**src/rtl/quad_pkg.sv**
```systemverilog
// Shared definitions for the quadrature decoder: phase encodings, FSM states
// and the Gray-code transition classifier.
package quad_pkg;

  localparam logic [1:0] PH_00 = 2'b00;
  localparam logic [1:0] PH_01 = 2'b01;
  localparam logic [1:0] PH_11 = 2'b11;
  localparam logic [1:0] PH_10 = 2'b10;

  // Edges spent in INIT after reset release before the phase pair is trusted.
  localparam logic [1:0] INIT_CYCLES = 2'd2;

  typedef enum logic {
    ST_INIT  = 1'b0,
    ST_TRACK = 1'b1
  } state_t;

  // Classifies a phase transition; result is {valid, dir, illegal}, dir 1 = up.
  function automatic logic [2:0] decode_step(input logic [1:0] prev, input logic [1:0] cur);
    logic [2:0] res;
    res = 3'b000;
    case ({prev, cur})
      {PH_00, PH_01}, {PH_01, PH_11}, {PH_11, PH_10}, {PH_10, PH_00}: res = 3'b110;
      {PH_00, PH_10}, {PH_10, PH_11}, {PH_11, PH_01}, {PH_01, PH_00}: res = 3'b100;
      {PH_00, PH_11}, {PH_11, PH_00}, {PH_01, PH_10}, {PH_10, PH_01}: res = 3'b001;
      default: res = 3'b000;
    endcase
    return res;
  endfunction

endpackage

```
**src/rtl/quad_sync.sv**
```systemverilog
// Two-flop synchroniser for one asynchronous encoder phase.
// Only the second stage is meant to be consumed downstream.
module quad_sync (
  input  logic clk,
  input  logic reset,
  input  logic d,
  output logic q
);

  logic s1_r;
  logic s2_r;

  // Metastability filter: s1 may go metastable, s2 is the settled copy.
  always_ff @(posedge clk) begin
    if (reset) begin
      s1_r <= 1'b0;
      s2_r <= 1'b0;
    end else begin
      s1_r <= d;
      s2_r <= s1_r;
    end
  end

  assign q = s2_r;

endmodule

```
**src/rtl/quad_decoder.sv**
```systemverilog
// Quadrature decoder: synchronises A/B, decodes Gray transitions into step/dir
// pulses, keeps a wrapping position counter and flags illegal double changes.
module quad_decoder
  import quad_pkg::*;
#(
  parameter int WIDTH = 8
) (
  input  logic             clk,
  input  logic             reset,
  input  logic             qa,
  input  logic             qb,
  input  logic             err_clr,
  output logic             step,
  output logic             up_down,
  output logic [WIDTH-1:0] count,
  output logic             err_pulse,
  output logic             err_flag
);

  localparam logic [WIDTH-1:0] CNT_ONE = WIDTH'(1);

  logic             qa_s2_s;
  logic             qb_s2_s;
  logic [1:0]       cur_s;
  logic [2:0]       dec_s;
  logic             load_prev_s;
  logic             track_s;
  logic             valid_s;
  logic             illegal_s;
  state_t           state_r;
  state_t           state_nxt_s;
  logic [1:0]       init_cnt_r;
  logic [1:0]       prev_r;
  logic             step_r;
  logic             up_down_r;
  logic [WIDTH-1:0] count_r;
  logic             err_pulse_r;
  logic             err_flag_r;

  quad_sync u_sync_a (.clk(clk), .reset(reset), .d(qa), .q(qa_s2_s));
  quad_sync u_sync_b (.clk(clk), .reset(reset), .d(qb), .q(qb_s2_s));

  assign cur_s = {qa_s2_s, qb_s2_s};

  // Next-state and decode qualification; nothing is decoded while INIT fills the pipeline.
  always_comb begin
    state_nxt_s = state_r;
    load_prev_s = 1'b0;
    track_s     = 1'b0;
    case (state_r)
      ST_INIT: begin
        if (init_cnt_r == INIT_CYCLES) begin
          state_nxt_s = ST_TRACK;
          load_prev_s = 1'b1;
        end else begin
          state_nxt_s = ST_INIT;
        end
      end
      ST_TRACK: begin
        state_nxt_s = ST_TRACK;
        track_s     = 1'b1;
      end
      default: begin
        state_nxt_s = ST_INIT;
      end
    endcase
    dec_s     = decode_step(prev_r, cur_s);
    valid_s   = track_s & dec_s[2];
    illegal_s = track_s & dec_s[0];
  end

  // FSM state, init counter and previous phase pair.
  always_ff @(posedge clk) begin
    if (reset) begin
      state_r    <= ST_INIT;
      init_cnt_r <= 2'd0;
      prev_r     <= PH_00;
    end else begin
      state_r <= state_nxt_s;
      if ((state_r == ST_INIT) && (init_cnt_r != INIT_CYCLES)) begin
        init_cnt_r <= init_cnt_r + 2'd1;
      end else begin
        init_cnt_r <= init_cnt_r;
      end
      // An illegal jump still resynchronises prev to the observed pair.
      if (load_prev_s || track_s) begin
        prev_r <= cur_s;
      end else begin
        prev_r <= prev_r;
      end
    end
  end

  // Registered step/direction/position and error outputs.
  always_ff @(posedge clk) begin
    if (reset) begin
      step_r      <= 1'b0;
      up_down_r   <= 1'b1;
      count_r     <= '0;
      err_pulse_r <= 1'b0;
      err_flag_r  <= 1'b0;
    end else begin
      step_r      <= valid_s;
      err_pulse_r <= illegal_s;
      if (valid_s) begin
        up_down_r <= dec_s[1];
        count_r   <= dec_s[1] ? (count_r + CNT_ONE) : (count_r - CNT_ONE);
      end else begin
        up_down_r <= up_down_r;
        count_r   <= count_r;
      end
      if (illegal_s) begin
        err_flag_r <= 1'b1;
      end else if (err_clr) begin
        err_flag_r <= 1'b0;
      end else begin
        err_flag_r <= err_flag_r;
      end
    end
  end

  assign step      = step_r;
  assign up_down   = up_down_r;
  assign count     = count_r;
  assign err_pulse = err_pulse_r;
  assign err_flag  = err_flag_r;

endmodule

```
**config.mk**
```make
export PLATFORM = sky130hd
export DESIGN_NAME = quad_decoder
export DESIGN_NICKNAME = d
export VERILOG_FILES = /design/src/rtl/quad_pkg.sv /design/src/rtl/quad_sync.sv /design/src/rtl/quad_decoder.sv
export SDC_FILE = /design/constraint.sdc
export NUM_CORES = 1
export LEC_CHECK = 0
export ABC_AREA = 1
export CAP_MARGIN = 0
export CORE_MARGIN = 2
export CORE_UTILIZATION = 39
export CTS_BUF_LIST = sky130_fd_sc_hd__clkbuf_4 sky130_fd_sc_hd__clkbuf_8
export CTS_CLUSTER_DIAMETER = 40
export DETAILED_ROUTE_END_ITERATION = 8
export PLACE_DENSITY = 0.69
export SYNTH_ARGS = -nofsm -noshare
export SYNTH_HDL_FRONTEND = slang
export SYNTH_HIERARCHICAL = 1
export SYNTH_SLANG_ARGS = --single-unit
```
**constraint.sdc**
```tcl
create_clock -name clk -period 4.1 [get_ports clk]
set_input_delay 0.82 -clock clk [delete_from_list [all_inputs] [get_ports clk]]
set_output_delay 0.82 -clock clk [all_outputs]
set_load 0.02 [all_outputs]
```
==> out/metrics.cfg, run 1 <==
[run_status]
outcome=finished, final reports clean

[final_layout]
seq_area_um2=420.4
multi_input_area_um2=788.3
fillers=348
final_core_util=0.4747
finalNetCount=233
diodes=0
drive_above_1_share=0.1060
syn2layout_area_growth_pct=16.95

[clock_network]
clk_latency_ps=310
cts_root_buf=clkbuf_4
cts_setup_buffers=0
cts_hold_buf=0
ctsLongestPathBuffers=2
clk_pin_slew_ps=120
cts_buffers=3
post_cts_resized=0
tritoncts=built
cts.sinks=21
h-tree-depth=1

[worst_setup_path]
path_max_fanout=8
arrival_ps=2430
cp_top_family=simple AND/OR/NAND/NOR gates
slowest_stage=dfxtp_1
cp_cell_sequence=inv_1, ha_1, inv_1, nand2_4, nand3_2, nand2_4, nand2_1, nand2_1, inv_1, ha_1, inv_1, nand2_1, nand3_1, o21ai_1, inv_1, nand2_1, a31oi_1
critPathKind=reg2reg
cp-start-kind=flop
r2r_slack_ps=1850
timing.rr.end=count[4]
cp_data_required_time_ps=4280
critPathLaunch=u_sync_a/q
crit_top_cell=inv_1
critical_path.endpoint=count[4]
worstSetupEndpointType=flop
crit_cells=17
r2r-start=u_sync_a/q
worst-path-buf-inv=5
slowest_delay_ps=450
r2r_cells=17

[synthesis]
netlist_area_mm2=0.001344
synth.distinct_cells=28
synth_nets=215
ys_warn_count=6
seq_area_frac_synth=0.3128
synth_area_per_cell_um2=6.719
synth-seq-cells=21
netlist_instances=200

[placement]
port_buffers=16
gp_congestion=0.8801
dp_hpwl_um=2175

[pwr]
power-per-cell-area_mw_per_mm2=627.5
finalPower_uw=986.2
leakage_nw=0.7236
irDropWorstVdd_v=0.0003391

[timing]
rsz0062_at_grt=false
max_freq_mhz=445.2
slew_headroom=0.5466
tightest_slew_ps=677.7
min_period_over_period=0.5478
skew_ps=6.732
report.final.slew_viol_count=0
fin_tns_setup_ps=0
setup_viol=0
timing.hold.ws_ps=413.9
fin_crit_ps=2246
hold_viol=0

[drt]
via_per_inst=4.825
drt_iter0_drc=33
dr.pass1.iters=4
route.final.wire_length_um=2816
drc_errors=0
route.detailed.wl_per_inst_um=10.71
num_vias=1269
drtAntennaViolNets=0

[grt]
grt_pass1_wl_um=5057
grt.total_usage=0.1592
overflow=0
antenna_found_initial=0
grt_max_degree=13
grt_pass1_vias=1111

[die]
rows=21
die_h_um=62.70
core-area_mm2=0.003311
initial_core_util=0.4059
die_w_um=62.70
ios=17
die-area_mm2=0.003931

[worst_hold_path]
holdCritPathClass=reg2reg

[job]
max-cap-violations=0

[final cells by class]
| cell class | count | share of cell area |
|---|---|---|
| Tap cell | 46 | 0.03662 |
| Multi-Input combinational cell | 146 | 0.5016 |
| Sequential cell | 21 | 0.2675 |
| Clock buffer | 4 | 0.01911 |
| Inverter | 30 | 0.07325 |
| Timing Repair Buffer | 16 | 0.1019 |
[registers in the layout, indices dropped and copies added, names as in the netlist]
| register | cells |
|---|---|
| count | 8 |
| u_sync_a/s1_r | 1 |
| up_down | 1 |
| err_pulse | 1 |
| state_r | 1 |
| err_flag | 1 |
| u_sync_b/s1_r | 1 |
| step | 1 |
| u_sync_b/q | 1 |
| prev_r | 2 |
| u_sync_a/q | 1 |
| init_cnt_r | 2 |
[worst reg2reg max path, stage by stage, from the launching register on]
cell     delay [ps]
dfxtp_1         450
inv_1           130
ha_1            220
inv_1           110
nand2_4          60
nand3_2         110
nand2_4         110
nand2_1          90
nand2_1          70
inv_1            60
ha_1            130
inv_1            50
nand2_1          80
nand3_1         110
o21ai_1         190
inv_1            60
nand2_1          50
a31oi_1          60
[worst min-delay path by stage]
| stage | startpoint | end | slack [ps] | cells past startpoint |
|---|---|---|---|---|
| 2_1_floorplan | u_sync_a/s1_r | u_sync_a/q | 390 | 2 |
| 5_1_grt | u_sync_b/s1_r | u_sync_b/q | 450 | 2 |
| 3_3_place_gp | u_sync_b/s1_r | u_sync_b/q | 390 | 2 |
| 3_5_place_dp | u_sync_a/s1_r | u_sync_a/q | 400 | 2 |
| 6_report | u_sync_b/s1_r | u_sync_b/q | 410 | 2 |
| 4_1_cts | u_sync_a/s1_r | u_sync_a/q | 420 | 2 |
[stage by stage]
step | std cells | area, um2 | worst slack [ps]
floorplan | 200 | 1344 | 2177
global placement | 259 | 1541 | 1911
detailed placement | 259 | 1541 | 1843
CTS | 263 | 1572 | 1836
global route | 263 | 1572 | 1570
finish | 263 | 1572 | 1854
[cells in the final DEF, fill, tap and decap left out, types with 4 or more instances in the layout]
cell	synthesis	routed
ha_1	10	10
nand2_2	9	9
a21oi_1	16	16
inv_1	27	27
nand3_1	14	14
o21ai_0	10	10
nor2_1	23	23
nand2_1	48	48
clkdlybuf4s50_1	0	16
dfxtp_1	21	21
clkbuf_4	0	4
[layer usage]
layer	vias to the layer above	routed length, um	global-route usage
met3	4	123	0.01982
met2	37	1285	0.2419
met5	-	0	0
met1	561	1368	0.2268
li1	667	-	-
met4	0	39	0.06667
[power breakdown]
group	leakage, nW	switching [mW]	internal [mW]
Combinational	0.533	0.380	0.206
Clock	0.0184	0.0634	0.0446
Sequential	0.172	0.0461	0.246
Total	0.724	0.490	0.497
[Yosys cell counts (all sizes together)]
library cell	count	area share
xor2	2	0.013
nor2	24	0.069
o21ai	12	0.047
o211ai	1	0.0056
dfxtp	21	0.31
a31oi	1	0.0047
ha	10	0.093
o2111ai	1	0.0065
buf	2	0.012
clkbuf	1	0.0028
a211oi	1	0.0056
inv	30	0.086
nand2	59	0.19
a21oi	17	0.066
o31ai	1	0.0056
or2	1	0.0047
nand3	16	0.073
[cell families after synthesis]
family / synth area share
compound gates: 0.1415
xor+xnor: 0.01304
fa+ha+maj: 0.09311
buf+inv: 0.1006
flops: 0.3128
simple gates: 0.3389
(Power assumes the default switching activity.)
==> inputs of run 2 (changes only) <==
--- a/config.mk
+++ b/config.mk
@@ -12,7 +12,7 @@
 export CTS_BUF_LIST = sky130_fd_sc_hd__clkbuf_4 sky130_fd_sc_hd__clkbuf_8
 export CTS_CLUSTER_DIAMETER = 40
 export DETAILED_ROUTE_END_ITERATION = 8
-export PLACE_DENSITY = 0.69
+export PLACE_DENSITY = 0.71
 export SYNTH_ARGS = -nofsm -noshare
 export SYNTH_HDL_FRONTEND = slang
 export SYNTH_HIERARCHICAL = 1
==> constraint.sdc (replaced) <==
create_clock -name clk -period 2 [get_ports clk]
set_input_delay 0.4 -clock clk [delete_from_list [all_inputs] [get_ports clk]]
set_output_delay 0.4 -clock clk [all_outputs]
set_load 0.02 [all_outputs]
==> out/metrics.cfg, run 2 (synthesized netlist as in run 1, its figures left out) <==
[worst_setup_path]
cp-start-kind=flop  ; unchanged
cp_top_family=buffers and inverters  ; was simple AND/OR/NAND/NOR gates
slowest_delay_ps=660  ; was 450 ps
worstSetupEndpointType=output port  ; was flop
arrival_ps=1490  ; was 2430 ps
path_max_fanout=6  ; was 8
cp_data_required_time_ps=1600  ; was 4280 ps
worst-path-buf-inv=1  ; was 5
slowest_stage=clkdlybuf4s50_1  ; was dfxtp_1
cp_cell_sequence=clkdlybuf4s50_1  ; was inv_1, ha_1, inv_1, nand2_4, nand3_2, nand2_4, nand2_1, nand2_1, inv_1, ha_1, inv_1, nand2_1, nand3_1, o21ai_1, inv_1, nand2_1, a31oi_1
critPathKind=reg2out  ; was reg2reg

[die]
initial_core_util=0.4059  ; unchanged
die_w_um=62.70  ; unchanged
ios=17  ; unchanged
die-area_mm2=0.003931  ; unchanged
core-area_mm2=0.003311  ; unchanged
rows=21  ; unchanged
die_h_um=62.70  ; unchanged

[grt]
grt.total_usage=0.1648  ; was 0.1592
grt_pass1_vias=1211  ; was 1111
overflow=0  ; unchanged
antenna_found_initial=0  ; unchanged
grt_pass1_wl_um=5292  ; was 5057 um
grt_max_degree=12  ; was 13

[worst_hold_path]
holdCritPathClass=reg2reg  ; unchanged

[placement]
port_buffers=16  ; unchanged
dp_cells=266  ; was 259
dp_hpwl_um=2167  ; was 2175 um
gp_congestion=0.8700  ; was 0.8801
place_worst_setup_slack_ps=-59.52  ; was 1843 ps

[clock_network]
cts.sinks=21  ; unchanged
cts_root_buf=clkbuf_4  ; unchanged
tritoncts=built  ; unchanged
clk_latency_ps=310  ; about the same
cts_hold_buf=0  ; unchanged
cts_buffers=3  ; unchanged
clk_pin_slew_ps=130  ; was 120 ps
ctsLongestPathBuffers=2  ; unchanged
h-tree-depth=1  ; unchanged

[timing]
setup_viol=0  ; unchanged
report.final.slew_viol_count=0  ; unchanged
fin_crit_ps=1887
min_period_over_period=0.9435
fin_ws_ps=113.1  ; was 1854 ps
hold_viol=0  ; unchanged
max_freq_mhz=530.0
tightest_slew_ps=526.2  ; was 677.7 ps
skew_ps=12.83  ; was 6.732 ps
slew_headroom=0.6479  ; was 0.5466

[final_layout]
diodes=0  ; unchanged
drive_above_1_share=0.2969  ; was 0.1060
syn2layout_area_growth_pct=33.61  ; was 16.95%
finalNetCount=245  ; was 233
layout_commonest_cell=nand2_1  ; unchanged
final_cell_mix=nand2_1 (40), inv_1 (21), nor2_1 (20)  ; was nand2_1 (48), inv_1 (27), nor2_1 (23)
fin_cells=275  ; was 263
largest_reg_flops=8  ; unchanged

[pwr]
power-per-cell-area_mw_per_mm2=1330  ; was 627.5 mW/mm2
irDropWorstVdd_v=0.0007587  ; was 0.0003391 V
finalPower_mw=2.388  ; was 986.2 uW
leakage_nw=0.7942  ; was 0.7236 nW

[drt]
drc_errors=0  ; unchanged
route.final.wire_length_um=3296  ; was 2816 um
route.detailed.wl_per_inst_um=11.99  ; was 10.71 um
via_per_inst=4.865  ; was 4.825
dr.pass1.iters=4  ; unchanged
num_vias=1338  ; was 1269
drtAntennaViolNets=0  ; unchanged
drt_iter0_drc=55  ; was 33

[job]
max-cap-violations=0  ; unchanged

[run_status]
outcome=finished, final reports clean  ; unchanged

## run 2: final cells by class
class                      instances  area, um2
fill                             328       1515
multi-input combinational        146      898.4
sequential                        21      429.2
timing repair buffer              28      262.8
inverter                          30      117.6
tap                               46      57.56
clock buffer                       4      30.03
## run 2: through the flow
stage | hold WS (ps) | setup TNS, ps | util | cell area, um2
4_1_cts | 408.0 | 0 | 0.4951 | 1639
3_5_place_dp | 398.1 | -103.3 | 0.4853 | 1607
5_1_grt | 429.3 | -125.4 | 0.5423 | 1795
6_report | 408.5 | 0 | 0.5423 | 1795
2_1_floorplan | 388.3 | 0 | - | 1344
3_3_place_gp | 388.1 | 0 | 0.4853 | 1607
## run 2: path summary, 6_finish.rpt
kind                     end  cells past startpoint  slack [ps]           from
setup reg to reg    count[4]                     17         120     u_sync_a/q
setup / recovery    count[0]                      1         110       count[0]
hold / removal    u_sync_b/q                      2         410  u_sync_b/s1_r
hold reg to reg   u_sync_b/q                      2         410  u_sync_b/s1_r
## run 2: report_power, final
group | total [mW] | internal (mW) | switching (mW)
combinational | 1.55 | 0.600 | 0.951
clock | 0.229 | 0.0915 | 0.138
sequential | 0.607 | 0.505 | 0.102
## run 2: what timing repair did
item | in CTS | in global routing
resized for setup | 2 | 39
gates cloned | 0 | 0
setup endpoints to repair | 3 | 6
endpoints found under the hold margin | 0 | 0
pin swaps | 0 | 15
setup buffers | 0 | 5
## run 2: metal layers
metal / vias up / wire length [um] / track usage
li1: 690 / - / -
met3: 6 / 137 / 0.02162
met5: - / 0 / 0
met2: 33 / 1545 / 0.2634
met1: 609 / 1561 / 0.2232
met4: 0 / 51 / 0.06944
==> RTL edit, RTL diff (config.mk and constraints of run 2) <==
Set the parameter `WIDTH` to 9 (it was 8).
--- a/src/rtl/quad_decoder.sv
+++ b/src/rtl/quad_decoder.sv
@@ -5,3 +5,3 @@
 #(
-  parameter int WIDTH = 8
+  parameter int WIDTH = 9
 ) (
Ports: changed (resized count); port bits go from 17 to 18. No check against the original RTL was run, so the function may have changed too.
==> RTL edit against run 2 <==
The flow now finishes with violations (setup timing). Sequential cell count increased by 1. Critical endpoint is now count[4]. Critical path depth is 13 higher. Routed wire length down 11%. Non-clock buffer count rose by 10. Final area is 2.2% higher. Power is 14% higher. Sequential power is 3% higher. Fmax shrank 13%. Setup slack worse by 0.28 ns. Synthesized area shrank 9.0%.
==> RTL edit: results (changes against run 2) <==
| Metric | Value |
|---|---|
| Initial antenna violation count | 0 (unchanged) |
| Post-DP HPWL | 1798 um (-17%) |
| Final Setup Violations | 6 (+6) |
| First DRT Iteration DRCs | 37 (-33%) |
| Post-Route Skew | 0.006350 ns (-0.006477 ns) |
| Layout cells sized above 1 | 33.50% (+3.8 points) |
| R2R depth | 14 (-3) |
| Hold endpoint | u_sync_a/q |
| Max-slew headroom | 68.19% (+3.4 points) |
| Failing checks | setup timing |
| Seq/Total Area, Yosys | 36.03% (+4.7 points) |
| Arrival time at the worst endpoint | 2.44 ns (+0.95 ns) |
| Final TNS setup | -0.7534 ns (-0.7534 ns) |
| Total Routing Usage GR | 17.58% (+1.1 points) |
| Final worst slack | -0.1711 ns (-0.2841 ns) |
| GP Congestion | 0.8775 (+0.86%) |
| Run status | finished, violations left |
| Vias in the first global route | 1055 (-13%) |
| Nets | 225 (-8.2%) |
| Pleak | 0.7986 nW (+0.56%) |
| Max reg flops | 9 (+1) |
| Synth unique cells | 27 (-3.6%) |
| PortBufs | 17 (+1) |
| First-pass GRT wire length | 4643 um (-12%) |
| Pre-CTS setup slack | -0.2024 ns (-0.1429 ns) |
| Max VDD drop | 597.0 uV (-21%) |
| Largest net degree at the start of global routing | 14 (+2) |
| Post-Route WL | 2942 um (-11%) |
-- RTL edit: cell types whose count changed in the layout (fill, tap and decap cells not counted), sizes merged, moves of 2 or more --
cell and change:
buf +9, o21ai +3, xnor2 +2, ha +2, and2 +2, inv -3
nand2 -30, nor2 -5, nand3 -6
-- RTL edit: through the flow --
stage | hold WS [ns] | cells | instance area, sq um | util (%)
after floorplan | 0.3883 | 165 | 1239 | -
after global placement | 0.3895 | 238 | 1554 | 51.32
after detailed placement | 0.3963 | 238 | 1554 | 51.32
after CTS | 0.4084 | 246 | 1768 | 58.39
after global routing | 0.4260 | 250 | 1836 | 60.62
final | 0.4080 | 250 | 1836 | 60.62
-- RTL edit: layer usage --
| layer | wire [um] | GRT usage (%) | part of all wire, % | vias up |
|---|---|---|---|---|
| met3 | 56 | 3.247 | 1.9 | 5 |
| met1 | 1476 | 23.67 | 50 | 544 |
| met5 | 0 | 0 | 0 | - |
| met4 | 58 | 8.571 | 2.0 | 0 |
| met2 | 1351 | 26.86 | 46 | 18 |
| li1 | - | - | - | 618 |
-- RTL edit: how the worst max path moves through the flow --
stage,from,cells after the start,to,slack (ns)
final,u_sync_a/q,14,count[4],-0.17
after global routing,u_sync_a/q,16,count[6],-0.30
after CTS,u_sync_a/q,16,count[6],-0.09
after detailed placement,u_sync_a/q,13,count[7],-0.20
after global placement,u_sync_a/q,13,count[7],-0.17
after floorplan,u_sync_a/q,13,count[7],0.003
-- RTL edit: timing repair --
item	CTS	global route
buffers inserted	3	4
cloned	1	0
hold buffers	0	0
endpoints found under the setup margin	6	7
pin swaps	13	3
resized for setup	36	7
-- RTL edit: cell type report --
| type | count | area (sq um) |
|---|---|---|
| timing repair buffer | 38 | 327.8 |
| fill | 245 | 1192 |
| timing repair inverter | 1 | 7.507 |
| clock buffer | 3 | 22.52 |
| tap | 44 | 55.05 |
| clock inverter | 1 | 30.03 |
| inverter | 27 | 108.9 |
| sequential | 22 | 447.9 |
| multi-input combinational | 114 | 835.8 |
-- RTL edit: where the power goes --
part | internal, mW | switching, mW
clock | 0.203 | 0.152
sequential | 0.527 | 0.0989
combinational | 0.851 | 0.902
total | 1.58 | 1.15
-- RTL edit: critical path: stages, from the launching register on --
cell and delay [ns]:
dfxtp_4 0.40, inv_4 0.08, ha_4 0.13, inv_2 0.03, nand2_2 0.05, nand3_2 0.09
nand2_4 0.11, clkinvlp_4 0.17, fa_2 0.39, nand2_2 0.09, nand2_2 0.05, and2_4 0.14
buf_4 0.13, xnor2_2 0.11, a21oi_1 0.13
-- RTL edit: cell families after synthesis --
logic type / Yosys count / synth area share, %
AOI/OAI and AO/OA: 35 / 15.76
xor gates and xnor gates: 3 / 2.150
adders and majority gates: 13 / 13.92
buffers and inverters: 29 / 9.519
DFF: 22 / 36.03
and+or+nand+nor: 63 / 22.62
